File: src/rtl/spi_arbiter.sv
// Round-robin arbiter sharing one SPI master among four requesters, with a
// synchronized chip-select handshake and a per-transaction abort timer.
module spi_arbiter #(
   parameter int TIMEOUT_CYC = 4000
) (
   input  logic        clk,
   input  logic        rst,
   input  logic [3:0]  req,
   input  logic [47:0] din_bus,
   output logic [3:0]  gnt,
   output logic [3:0]  done,
   output logic        err,
   output logic        spi_newd,
   output logic [11:0] spi_din,
   input  logic        spi_cs
);

   localparam logic [1:0] IDLE   = 2'd0;
   localparam logic [1:0] LAUNCH = 2'd1;
   localparam logic [1:0] BUSY   = 2'd2;
   localparam logic [1:0] DONE   = 2'd3;

   localparam logic [31:0] CNT_LIMIT = 32'(TIMEOUT_CYC - 1);

   logic [1:0]  state;
   logic        cs_m, cs_s;
   logic [3:0]  req_q, pend, rq, win_oh;
   logic [1:0]  last, cur, win, idx;
   logic        found, active, timeout;
   logic [31:0] cnt;

   // Search starts just past the last granted index so every requester gets a turn.
   always_comb begin
      rq     = req | pend;
      win    = last;
      idx    = last;
      found  = 1'b0;
      for (int k = 1; k <= 4; k++) begin
         idx = last + 2'(k);
         if (!found && rq[idx]) begin
            found = 1'b1;
            win   = idx;
         end
      end
      win_oh = found ? (4'b0001 << win) : 4'b0000;
   end

   assign active  = (state == LAUNCH) || (state == BUSY);
   assign timeout = active && ((cnt + 32'd1) == CNT_LIMIT);

   always_ff @(posedge clk) begin
      if (rst) begin
         state    <= IDLE;
         cs_m     <= 1'b1;
         cs_s     <= 1'b1;
         req_q    <= 4'b0000;
         pend     <= 4'b0000;
         gnt      <= 4'b0000;
         done     <= 4'b0000;
         err      <= 1'b0;
         spi_newd <= 1'b0;
         spi_din  <= 12'h000;
         cnt      <= 32'd0;
         last     <= 2'd3;
         cur      <= 2'd0;
      end else begin
         cs_m  <= spi_cs;
         cs_s  <= cs_m;
         req_q <= req;
         // Short request pulses that lose arbitration are remembered until granted.
         pend  <= (pend | (req & ~req_q)) & ~((state == IDLE) ? win_oh : 4'b0000);
         done  <= 4'b0000;
         err   <= 1'b0;

         case (state)
            IDLE: begin
               if (found) begin
                  state    <= LAUNCH;
                  gnt      <= win_oh;
                  cur      <= win;
                  spi_din  <= din_bus[12*win +: 12];
                  spi_newd <= 1'b1;
                  cnt      <= 32'd0;
               end
            end
            LAUNCH, BUSY: begin
               cnt <= cnt + 32'd1;
               if (timeout) begin
                  state    <= IDLE;
                  err      <= 1'b1;
                  spi_newd <= 1'b0;
                  gnt      <= 4'b0000;
                  last     <= cur;
               end else if (state == LAUNCH && !cs_s) begin
                  state    <= BUSY;
                  spi_newd <= 1'b0;
               end else if (state == BUSY && cs_s) begin
                  state <= DONE;
                  done  <= gnt;
               end
            end
            DONE: begin
               state <= IDLE;
               gnt   <= 4'b0000;
               last  <= cur;
            end
            default: state <= IDLE;
         endcase
      end
   end

endmodule

File: config.mk
export PLATFORM = sky130hd
export DESIGN_NAME = spi_arbiter
export DESIGN_NICKNAME = d
export VERILOG_FILES = /design/src/rtl/spi_arbiter.sv
export SDC_FILE = /design/constraint.sdc
export NUM_CORES = 1
export LEC_CHECK = 0
export ABC_AREA = 1
export CORE_ASPECT_RATIO = 0.7
export CORE_MARGIN = 4
export CORE_UTILIZATION = 55
export DETAILED_ROUTE_END_ITERATION = 6
export PLACE_DENSITY = 0.82
export SKIP_CTS_REPAIR_TIMING = 1
export SYNTH_ARGS = -nofsm -noshare
export SYNTH_HDL_FRONTEND = slang
export SYNTH_SLANG_ARGS = --single-unit
File: constraint.sdc
create_clock -name clk -period 5.03 [get_ports clk]
set_input_delay 0.503 -clock clk [delete_from_list [all_inputs] [get_ports clk]]
set_output_delay 0.503 -clock clk [all_outputs]
set_load 0.01 [all_outputs]
==> results.cfg <==
[global_route]
grt.overflow.total = 0
grt_usage_pct = 26.8
number_of_antenna_violations_at_the_first_check_in_global_routing = 0
first_global_vias = 4757
pin_count_of_the_biggest_net_entering_global_routing = 44
grt_pass1_wl_mm = 22.1

[cells_and_area]
register_area_um2 = 1400
syn_to_final_growth_pct = 24.0
antennaDiodeCount = 0
instances_no_fill = 918
most-common-layout-cells = nand2_1 (210), nor2_1 (129), clkdlybuf4s50_1 (76), dfxtp_1 (70), inv_1 (66)
fill_cells = 664
multi_input_comb_area_um2 = 2780
layout-drive-gt1-share_pct = 7.34
layout.cells.most_common = nand2_1
layout.core_utilization_pct = 71.3
finalNetCount = 874

[synthesis]
ys_seq_area_share_pct = 30.5
synth_enable_flop_cells = 0
async_reset_ff_share_pct = 0
synth-warning-count = 0
syn-cell-area_um2 = 4600
synth_nets = 810
synth.avg_cell_area_um2 = 6.15
dominantRegCellSynth = dfxtp_1
ys_seq_elements = 70
yosys.cell_types.count = 37
synthCells = 748

[worst_setup_path]
cpMostUsedCell = nand2_1
standard_cell_with_the_maximum_stage_delay_on_the_critical_path = nor2_1
worstPathArrival_ns = 3.28
rr_endpoint = spi_din[4]
reg2reg_setup_slack_ns = 2.10
critical_path.max_fanout = 28
critical_path_required_ns = 5.32
timing.critical_path.from_type = input port
cp_slowest_stage_delay_ns = 0.74
critical_path.endpoint_type = flip-flop
setup.worst_path.class = in2reg
r2r-start = last[0]
worst-r2r-cell-count = 15
crit_chain = clkdlybuf4s50_1 > nor2_1 > nand2_1 > nand2_1 > nand2_1 > nand2_2 > nand2_2 > inv_2 > nand2_1 > nand3_1 > nand2_2 > nor2_1 > a21oi_1 > nand4_1 > nand2_1 > inv_1

[clocking]
insertion_delay_ns = 0.34
clock-root-buffer = clkbuf_16
clock_path_buffers = 2
clock_tree_from_tritoncts = built
clkSlewWorstSetupHoldPaths_ns = 0.06
cts-buffers-inserted = 9
cts_htree_levels = 3
clock-sinks = 70

[floorplanning]
vert_die_dim_um = 84.5
initial_core_util_pct = 57.5
dieArea_um2 = 9920
floorplan.core_area_um2 = 8010
floorplan.io_pins = 77
die_width_um = 117
rows = 27

[power]
cellPowerDensity_nw_per_um2 = 736
p_leak_uw = 0.00250
worst_ir_drop_vdd_uv = 391
report.power.total_uw = 4200

[sta]
timing_max_transition_violations_final = 0
finalHoldViolations = 0
fin_worst_skew_ns = 0.00585
achievable-frequency_ghz = 0.335
timing.max_slew.rel_slack_pct = 43.1
fin_setup_tns_ns = 0
worst_pin_slew_ns = 0.853
rsz0062_at_grt = no
final.min_clock_period_ns = 2.99
report.final.setup_viol = 0
finalCritPeriodShare_pct = 59.4

[drt]
avgViaCountPerCell = 5.59
detailroute.via_count = 5128
drt_iter0_markers = 494
drt_first_pass_iters = 6
drt-total-wl_mm = 13.6
drt-wirelength-per-cell_um = 14.8
remaining_drc_errors = 0
postRouteAntennaNets = 0

[worst_hold_path]
hold_path.startpoint = req_q[2]
min_to = pend[2]
timing.hold.worst.class = reg2reg
worstHoldPathCells = 1

[place]
io_buffer_count = 76
placed_cells_incl_taps = 902
gpl.final_weighted_congestion = 0.940
dp_wirelength_mm = 9.81

[outcome]
run_status = finished clean

[run]
drv.max_cap_violation_count = 0
cell families (layout without fill, tap and decap cells):
kind of cell | Yosys count | count (layout) | synth area share (%)
adders and majority gates | 7 | 7 | 1.90
and+or+nand+nor | 466 | 466 | 45.4
buffers and inverters | 101 | 170 | 9.14
AOI/OAI and AO/OA | 102 | 102 | 12.7
xor gates and xnor gates | 2 | 2 | 0.381
DFF | 70 | 70 | 30.5
layout make-up:
| class | instances | share of cell area (%) |
|---|---|---|
| Clock inverter | 6 | 1.64 |
| Tap cell | 101 | 2.21 |
| Multi-Input combinational cell | 577 | 48.7 |
| Inverter | 75 | 4.98 |
| Timing Repair Buffer | 79 | 13.7 |
| Clock buffer | 10 | 4.19 |
| Sequential cell | 70 | 24.6 |
stage by stage:
| stage | setup WS (ns) | instance area (um^2) | hold WS (ns) |
|---|---|---|---|
| floorplan | 2.97 | 4600 | 0.389 |
| global placement | 1.91 | 5380 | 0.407 |
| detailed placement | 1.77 | 5380 | 0.418 |
| CTS | 2.12 | 5710 | 0.427 |
| global route | 1.80 | 5710 | 0.459 |
| finish | 2.04 | 5710 | 0.427 |
synth_stat cells, types with 5 or more instances:
cell type | n | share of area [%]
nand2_1 | 210 | 17
nor2_1 | 129 | 11
dfxtp_1 | 70 | 30
inv_1 | 66 | 5.4
nand3_1 | 64 | 7.0
a21oi_1 | 48 | 5.2
nand4_1 | 18 | 2.4
o21ai_1 | 16 | 1.7
o21ai_0 | 15 | 1.6
a211oi_1 | 13 | 2.1
nand3b_1 | 11 | 1.8
buf_2 | 10 | 1.1
clkbuf_1 | 10 | 0.82
nand2_2 | 9 | 1.2
inv_2 | 8 | 0.65
ha_1 | 7 | 1.9
nor2_4 | 5 | 1.2
critical path, delay by kind of cell:
| family | cells | cell delay (ns) |
|---|---|---|
| simple gates | 12 | 2.03 |
| buf+inv | 3 | 0.54 |
| compound gates | 1 | 0.19 |
per-layer routing:
| layer | global-route usage, % | wire (um) | vias up |
|---|---|---|---|
| met5 | 0 | 0 | - |
| met2 | 41.2 | 5880 | 263 |
| met4 | 7.14 | 184 | 0 |
| met1 | 36.7 | 6050 | 2297 |
| met3 | 8.35 | 1440 | 30 |
| li1 | - | - | 2538 |
sequential cells by signal (all words and copies together), names as in the netlist:
register / count
cnt: 32
cs_m: 1
cs_s: 1
cur: 2
done: 4
err: 1
gnt: 4
last: 2
pend: 4
req_q: 4
spi_din: 12
spi_newd: 1
state: 2
report_power, final:
group | leakage (uW) | switching (uW) | total, uW | internal, uW
Sequential | 0.000577 | 228 | 1010 | 779
Combinational | 0.00176 | 1660 | 2480 | 821
Clock | 0.000159 | 260 | 711 | 451
Total | 0.00250 | 2150 | 4200 | 2050
worst max-delay path by stage:
| stage | startpoint | end | slack (ns) | cells after the start |
|---|---|---|---|---|
| after floorplan | cnt[0] | gnt[0] | 2.97 | 16 |
| after global placement | req[0] | cnt[5] | 1.91 | 15 |
| after detailed placement | req[0] | spi_din[6] | 1.77 | 16 |
| after CTS | req[3] | spi_din[6] | 2.12 | 16 |
| after global routing | req[0] | spi_din[11] | 1.80 | 16 |
| final | req[0] | spi_din[4] | 2.04 | 16 |
(Power assumes the default switching activity.)
